===== src/rtl/mux4_rr_arbiter_if.sv =====
// Handshake bundle between four requesters and the 4:1 mux arbiter.
// The arbiter takes the slave side; the requester side (or bench) takes master.
interface mux4_rr_arbiter_if;
    logic [3:0] REQ;
    logic [3:0] GNT;
    logic       EN;
    logic       S0;
    logic       S1;
    logic       BUSY;

    modport slave  (input  REQ, output GNT, EN, S0, S1, BUSY);
    modport master (output REQ, input  GNT, EN, S0, S1, BUSY);
endinterface


===== src/rtl/mux4_rr_arbiter.sv =====
// Round-robin arbiter driving a 4:1 mux (EN, S1:S0) with a one-hot grant.
// An owner keeps the mux for at most MAX_HOLD cycles while someone else waits;
// every handover passes through a one-cycle GAP with the mux disabled.
// Optional feature: define MUX4_ARB_PRIO0_EN to make REQ[0] strict-priority.
module mux4_rr_arbiter #(
    parameter int MAX_HOLD = 8
) (
    input  logic                CLK,
    input  logic                RSTN,
    mux4_rr_arbiter_if.slave    arb
);

    typedef enum logic [1:0] {IDLE, GRANT, GAP} state_t;

    state_t      r_state;
    logic [1:0]  r_ptr;
    logic [1:0]  r_sel;
    logic [7:0]  r_cnt;
    logic        r_en;
    logic [3:0]  r_gnt;

    logic        w_any;
    logic        w_others;
    logic        w_release;
    logic [1:0]  w_pick;

    // First requester at or after ptr, wrapping modulo 4.
    function automatic logic [1:0] rr_pick(input logic [3:0] req, input logic [1:0] ptr);
        logic [1:0] idx;
        logic       found;
        rr_pick = ptr;
        found   = 1'b0;
        for (int k = 0; k < 4; k++) begin
            idx = ptr + 2'(k);
            if (!found && req[idx]) begin
                rr_pick = idx;
                found   = 1'b1;
            end
        end
    endfunction

    // Winner selection and release conditions for the current owner.
    always_comb begin
        w_any    = |arb.REQ;
        w_others = |(arb.REQ & ~r_gnt);
        w_pick   = rr_pick(arb.REQ, r_ptr);
`ifdef MUX4_ARB_PRIO0_EN
        if (arb.REQ[0]) w_pick = 2'd0;
        w_release = !arb.REQ[r_sel] ||
                    ((r_cnt == 8'(MAX_HOLD)) && w_others) ||
                    ((r_sel != 2'd0) && arb.REQ[0]);
`else
        w_release = !arb.REQ[r_sel] ||
                    ((r_cnt == 8'(MAX_HOLD)) && w_others);
`endif
    end

    // Arbiter FSM; all mux-facing outputs are registered here.
    always_ff @(posedge CLK or negedge RSTN) begin
        if (!RSTN) begin
            r_state <= IDLE;
            r_ptr   <= 2'd0;
            r_sel   <= 2'd0;
            r_cnt   <= 8'd0;
            r_en    <= 1'b0;
            r_gnt   <= 4'd0;
        end else begin
            case (r_state)
                IDLE, GAP: begin
                    if (w_any) begin
                        r_state <= GRANT;
                        r_sel   <= w_pick;
                        r_gnt   <= 4'b0001 << w_pick;
                        r_en    <= 1'b1;
                        r_cnt   <= 8'd1;
                    end else begin
                        r_state <= IDLE;
                        r_en    <= 1'b0;
                        r_gnt   <= 4'd0;
                    end
                end
                GRANT: begin
                    if (w_release) begin
                        // Next search starts just past the releasing owner.
                        r_state <= GAP;
                        r_ptr   <= r_sel + 2'd1;
                        r_en    <= 1'b0;
                        r_gnt   <= 4'd0;
                    end else if (r_cnt != 8'(MAX_HOLD)) begin
                        r_cnt   <= r_cnt + 8'd1;
                    end
                end
                default: begin
                    r_state <= IDLE;
                    r_en    <= 1'b0;
                    r_gnt   <= 4'd0;
                end
            endcase
        end
    end

    assign arb.GNT  = r_gnt;
    assign arb.EN   = r_en;
    assign arb.S0   = r_sel[0];
    assign arb.S1   = r_sel[1];
    assign arb.BUSY = (r_state == GRANT);

endmodule

===== src/flat_wrapper.sv =====
// flat-port wrapper written by rule: the top's interface ports become plain ports
module mux4_rr_arbiter_flat 
#(
    parameter int MAX_HOLD = 8
)
  (CLK, RSTN, arb_REQ, arb_GNT, arb_EN, arb_S0, arb_S1, arb_BUSY);
  mux4_rr_arbiter_if arb_i ();
  input  logic CLK;
  input  logic RSTN;
  input wire logic [$bits(arb_i.REQ)-1:0] arb_REQ;
  output wire logic [$bits(arb_i.GNT)-1:0] arb_GNT;
  output wire logic [$bits(arb_i.EN)-1:0] arb_EN;
  output wire logic [$bits(arb_i.S0)-1:0] arb_S0;
  output wire logic [$bits(arb_i.S1)-1:0] arb_S1;
  output wire logic [$bits(arb_i.BUSY)-1:0] arb_BUSY;
  assign arb_i.REQ = arb_REQ;
  assign arb_GNT = arb_i.GNT;
  assign arb_EN = arb_i.EN;
  assign arb_S0 = arb_i.S0;
  assign arb_S1 = arb_i.S1;
  assign arb_BUSY = arb_i.BUSY;
  mux4_rr_arbiter #(.MAX_HOLD(MAX_HOLD)) u_core (.CLK(CLK), .RSTN(RSTN), .arb(arb_i));
endmodule

===== config.mk =====
export PLATFORM = sky130hd
export DESIGN_NAME = mux4_rr_arbiter_flat
export DESIGN_NICKNAME = d
export VERILOG_FILES = /design/src/rtl/mux4_rr_arbiter_if.sv /design/src/rtl/mux4_rr_arbiter.sv /design/src/flat_wrapper.sv
export SDC_FILE = /design/constraint.sdc
export NUM_CORES = 1
export LEC_CHECK = 0
export BUFFER_PORTS_ARGS = -buffer_cell sky130_fd_sc_hd__buf_2
export CORE_UTILIZATION = 55
export CTS_BUF_LIST = sky130_fd_sc_hd__clkbuf_8
export DETAILED_ROUTE_END_ITERATION = 12
export HOLD_SLACK_MARGIN = 0.03
export MAX_ROUTING_LAYER = met4
export PLACE_DENSITY = 0.77
export SYNTH_ARGS = -nofsm -noshare
export SYNTH_HDL_FRONTEND = slang
export SYNTH_SLANG_ARGS = --single-unit

===== constraint.sdc =====
create_clock -name CLK -period 3.66 [get_ports CLK]
set_input_delay 0.732 -clock CLK [delete_from_list [all_inputs] [get_ports CLK]]
set_output_delay 0.732 -clock CLK [all_outputs]
set_load 0.02 [all_outputs]

Word-level counts from Yosys, hierarchy flattened. Cells that the tools add are included.

Add/subtract/negate cells: 5. $lt $le $gt $ge: 5. Equal/unequal tests: 8. Shift operators: 1. Muxes and demuxes: 29. Bitwise logic cells: 2. Reductions and logical operators: 17.

Operators with widths (count): $mux W8 (3); $pmux W8 S2 (1); $lt A2 B3 Y1 const B (5); $mux W1 (11); $bmux W1 S2 (5); $add A8 B1 Y8 const B (1); $eq A8 B4 Y1 const B (1); $mux W2 (4); $mux W4 (2); $ne A8 B4 Y1 const B (1); $pmux W4 S2 (1); $reduce_or A4 Y1 (2); $ne A2 B1 Y1 const B (3); $add A2 B1 Y2 const B (2); $add A2 B2 Y2 const B (2); $and A4 B4 Y4 (1); $logic_and A1 B1 Y1 (4); $logic_not A1 Y1 (4); $not A4 Y4 (1); $pmux W2 S2 (1); $reduce_and A2 Y1 (2); $reduce_and A4 Y1 (1); $shl A1 B2 Y4 const A (1); $eq A2 B1 Y1 const B (1); 7 further kinds (7).

Register bits: 19. Bits of input ports: 6. Word-level logic and storage cells: 73.

Depth between registers and ports, before layout.
Word-level depth: 15. Gate-level depth with buffers: 7. Gate-level depth less buffers: 7.

Worst setup path after synthesis. OpenSTA, ideal clock, no wires.

Path kind: input to register. From: input arb_REQ[2]. To: register u_core.r_ptr[1]. Setup time: 0.125 ns. Data arrival time: 1.849 ns. Setup slack: 1.686 ns. Stages: 4. Buffers on the path: 0. Cells stage by stage: mux2i_1 or2b_2 a311oi_4 mux2_2.

Word-level cells in the longest chain between the ends: 5. Elaborated cells between the ends (all ways): 8. Classes of those cells: 2 x mux; 1 x bitwise; 5 x reduce/logical.

Ends and longest elaborated chain: start: declaration (line flat_wrapper.sv:10) `input wire logic [$bits(arb_i.REQ)-1:0] arb_REQ;`; $bmux W1 S2 or $and A4 B4 Y4 (tied branches) (line mux4_rr_arbiter.sv:53, mux4_rr_arbiter.sv:45); $mux W1 (not written as such) or $reduce_or A4 Y1 (tied branches) (line mux4_rr_arbiter.sv:53, mux4_rr_arbiter.sv:45); $logic_not A1 Y1 or $logic_and A1 B1 Y1 (tied branches) (line mux4_rr_arbiter.sv:53, mux4_rr_arbiter.sv:54); $logic_or A1 B1 Y1 * (line mux4_rr_arbiter.sv:53) `w_release = !arb.REQ[r_sel] ||`; $reduce_and A2 Y1 (no source line) *; end signal: assignment (line mux4_rr_arbiter.sv:86) `r_ptr <= r_sel + 2'd1;`; end: declaration (line mux4_rr_arbiter.sv:16) `logic [1:0] r_ptr;`.

Mark *: on every way between the ends. The rest lies on a longest branch, timed or not. The select of a mux whose other input is x is not followed. A chain may end at the register's enable or synchronous reset.

Worst setup path in the final report.
From: register u_core.r_cnt[0]. To: register u_core.r_ptr[1].

Word-level cells in the longest chain between the ends: 4.

Ends and longest elaborated chain: start: declaration (line mux4_rr_arbiter.sv:18) `logic [7:0] r_cnt;`; start signal: assignment (line mux4_rr_arbiter.sv:90) `r_cnt <= r_cnt + 8'd1;`; $eq A8 B4 Y1 (line mux4_rr_arbiter.sv:54) `((r_cnt == 8'(MAX_HOLD)) && w_others);`; $logic_and A1 B1 Y1 (line mux4_rr_arbiter.sv:54); $logic_or A1 B1 Y1 (line mux4_rr_arbiter.sv:53); $reduce_and A2 Y1 (no source line).

Every way passes these cells.

==> reports/results.md <==
| Item | Value | Unit |
|:---|:---|:---|
| Status | finished clean | - |
| Top flip-flop cell by instance count after synthesis | sky130_fd_sc_hd__dfrtp_1 | - |
| Async SR Flop Fraction | 1.00 | - |
| Startpoint type of the worst setup path | register | - |
| Post-detail-place hpwl | 1470 | µm |
| Number of levels in the clock H-tree | 1 | - |
| Total negative slack | 0 | ns |
| Setup-failing EPs final | 0 | - |
| Cell with the largest stage delay on the worst path | sky130_fd_sc_hd__dfrtp_1 | - |
| Internal power | 0.528 | mW |
| Worst slack, placed | 1.47 | ns |
| First-pass GRT wire length | 3410 | µm |
| Count of mapped cells out of synthesis | 100 | - |
| R2R Setup Slk | 1.72 | ns |
| Pin count of the biggest net entering global routing | 19 | - |
| Clock-pin slew on the worst setup and hold paths | 0.07 | ns |
| Maximum net fanout on the critical path | 5 | - |
| Placed Cells incl. Taps | 138 | - |
| Maximum clock skew at final layout | 0.00430 | ns |
| Detailed-route DRC error count | 0 | - |
| Vias per inst | 5.78 | - |
| Power share of the combinational group | 0.439 | - |
| LEAKAGE | 0.567 | nW |
| Starting DRC count in detailed routing | 31 | - |
| Overall via count from detail_route | 821 | - |
| Number of nets with antenna violations after detailed routing | 0 | - |
| CTS Root Buffer Type | sky130_fd_sc_hd__clkbuf_8 | - |
| Required time reported for the critical path endpoint | 3.81 | ns |
| Part of the power in registers | 0.379 | - |
| Number of gates given a new drive strength after cts | 0 | - |
| Area of the die | 2010 | µm² |
| Time the worst path needs with I/O delays and setup | 1.94 | ns |
| Yosys reg bits | 18 | - |
| Clock tree from TritonCTS | built | - |
| Fraction of post-synthesis cell area in the top cell type by area | 0.446 | - |
| Period utilization | 0.531 | - |
| Sequential element share of the synthesized area | 0.446 | - |
| Dominant cell by count in the synthesized netlist | sky130_fd_sc_hd__dfrtp_1 | - |
| Die Y-Extent | 44.9 | µm |
| Synth area leaders | sky130_fd_sc_hd__dfrtp_1, sky130_fd_sc_hd__mux2i_1, sky130_fd_sc_hd__inv_1 | - |
| Post-detailed-routing wire length | 2060 | µm |
| Final Hold Fails | 0 | - |
| Syn nets | 108 | - |
| Number of detailed-route iterations in the first pass | 4 | - |
| Worst setup path category | register to register | - |
| Number of enable flip-flop cells after synthesis | 0 | - |
| Type of the tightest min-delay check | primary input to asynchronous set/reset pin | - |
| Met2 Resource Use GR | 0.350 | - |
| Diode count | 0 | - |
| Nets | 126 | - |
| Leading area contributor after synthesis | sky130_fd_sc_hd__dfrtp_1 | - |
| Distinct cells, synth | 37 | - |
| Overall global routing resource usage | 0.248 | - |
| Effective utilization at floorplan | 0.586 | - |
| GRT Residual Overflow | 0 | - |
| CP Data Arrival Time | 2.09 | ns |
| Cell Chain, Critical Path | inv_1 -> ha_1 -> nor4b_1 -> and3_2 -> o21ai_2 -> a311oi_4 -> mux2_2 | - |
| Count of hold-fix buffers inserted at cts | 0 | - |
| Pins over their slew limit | 0 | - |
| Filler cell count in the final layout | 149 | - |
| Die extent in x | 44.9 | µm |
| Floorplan row count | 15 | - |
| Unrepaired setup endpoints after global routing | false | - |
| Share of post-route cells with drive strength above 1 | 0.239 | - |
| Synth-to-Final Area Change | 15.0 | % |
| Crit path buf inv count | 1 | - |
| Number of warning messages in the yosys log | 0 | - |
| Number of standard cells in the final layout excluding fillers | 142 | - |
| Cell family contributing the most delay on the critical path | simple AND/OR/NAND/NOR gates | - |
| Vias in the first global route | 725 | - |
| Net switching share of the total power | 0.423 | - |
| Max-cap violations | 0 | - |
| Max clock buf depth | 2 | - |
| Maximum cell stage delay along the critical path | 0.42 | ns |
| Total setup buffers inserted after CTS | 0 | - |
| Maximum resistive drop on vdd | 0.000518 | V |
| Clk Latency, worst-skew pair | 0.26 | ns |
| Top Usage Layer GRT | met1 | - |
| Placeable core area | 1730 | µm² |
| Max-slew headroom at the worst pin | 0.534 | - |
| Crit path setup slack, layout | 1.72 | ns |
| Met3 track utilization from global routing | 0.0360 | - |
| Synth Area per Inst | 10.1 | µm² |
| Number of sinks handled by clock tree synthesis | 18 | - |
| Clock group share of total power | 0.183 | - |
| Ranking of synthesized cells by instance count | sky130_fd_sc_hd__dfrtp_1, sky130_fd_sc_hd__inv_1, sky130_fd_sc_hd__nand2_1 | - |
| Achievable frequency | 514 | MHz |
| Worst setup EP type | register | - |
| NetSw | 0.387 | mW |
| Final GP Congestion | 0.958 | - |
| Met1 usage | 0.355 | - |
| Pwr Density | 787 | nW/µm² |
| Count of input and output buffers | 13 | - |
| Number of antenna violations at the first check in global routing | 0 | - |
| Worst Tran Pin Value | 0.699 | ns |
| Routed len/inst | 14.5 | µm |
| Count of pins on the block boundary | 14 | - |
| Number of buffers added by the clock tree synthesis step | 3 | - |
| Netlist area before placement | 1010 | µm² |
[layer usage]
layer,up-vias,share of wire
met1,390,0.50
met5,-,0
met2,33,0.43
met3,5,0.051
met4,0,0.017
li1,393,-
[stage by stage]
stage	instance area (µm²)	hold slack, ns	util	total power [mW]
CTS	1160	0.410	0.673	0.913
global route	1160	0.424	0.673	0.978
finish	1160	0.389	0.673	0.915
floorplan	1010	0.436	-	0.632
detailed placement	1110	0.498	0.641	0.750
global placement	1110	0.488	0.641	0.741
[logic make-up (layout without fill, tap and decap cells)]
kind of cell	after synthesis	after routing	share of synthesized area
and+or+nand+nor	38	38	0.208
AOI/OAI and AO/OA	21	21	0.179
DFF	18	18	0.446
buffers and inverters	10	27	0.0371
muxes	7	7	0.0705
xor gates and xnor gates	4	4	0.0347
adders and majority gates	2	2	0.0247
[registers in the layout, summed over array words and instances (netlist names)]
name and flops:
u_core.r_ptr 2, u_core.r_state 2, u_core.arb.GNT 4, u_core.r_sel 2, u_core.r_cnt 8
[path summary, 6_finish.rpt]
check	startpoint	to	depth (start not counted)
max	u_core.r_cnt[0]	u_core.r_ptr[1]	7
min	RSTN	u_core.r_ptr[1]	1
max reg2reg	u_core.r_cnt[0]	u_core.r_ptr[1]	7
min reg2reg	u_core.r_cnt[6]	u_core.r_cnt[6]	1
max in group asynchronous	RSTN	u_core.r_cnt[2]	1
min in group CLK	u_core.r_cnt[6]	u_core.r_cnt[6]	1
[area by class of cell]
cell class	count	area [µm²]	area share
clock buffer	4	55.1	0.0474
tap	25	31.3	0.0269
inverter	10	37.5	0.0323
multi-input combinational	72	523	0.450
sequential	18	450	0.388
timing repair buffer	13	65.1	0.0560
[power groups by stage]
stage | Sequential [mW] | Clock, mW | Combinational, mW
final | 0.346 | 0.167 | 0.402
after global routing | 0.358 | 0.176 | 0.443
after global placement | 0.347 | 0 | 0.394
after floorplan | 0.374 | 0 | 0.258
after detailed placement | 0.350 | 0 | 0.400
after CTS | 0.347 | 0.164 | 0.402
[placed cells by master, fill, tap and decap left out, drive strengths merged, types with 3 or more instances in the layout]
cell    synthesis  layout
o21ai           3       3
nor3            3       3
nand2          10      10
nand3           3       3
xnor2           3       3
nor2            9       9
clkbuf          0       4
mux2i           6       6
inv            10      10
a22o            3       3
buf             0      13
dfrtp          18      18
(Power assumes the default switching activity.)
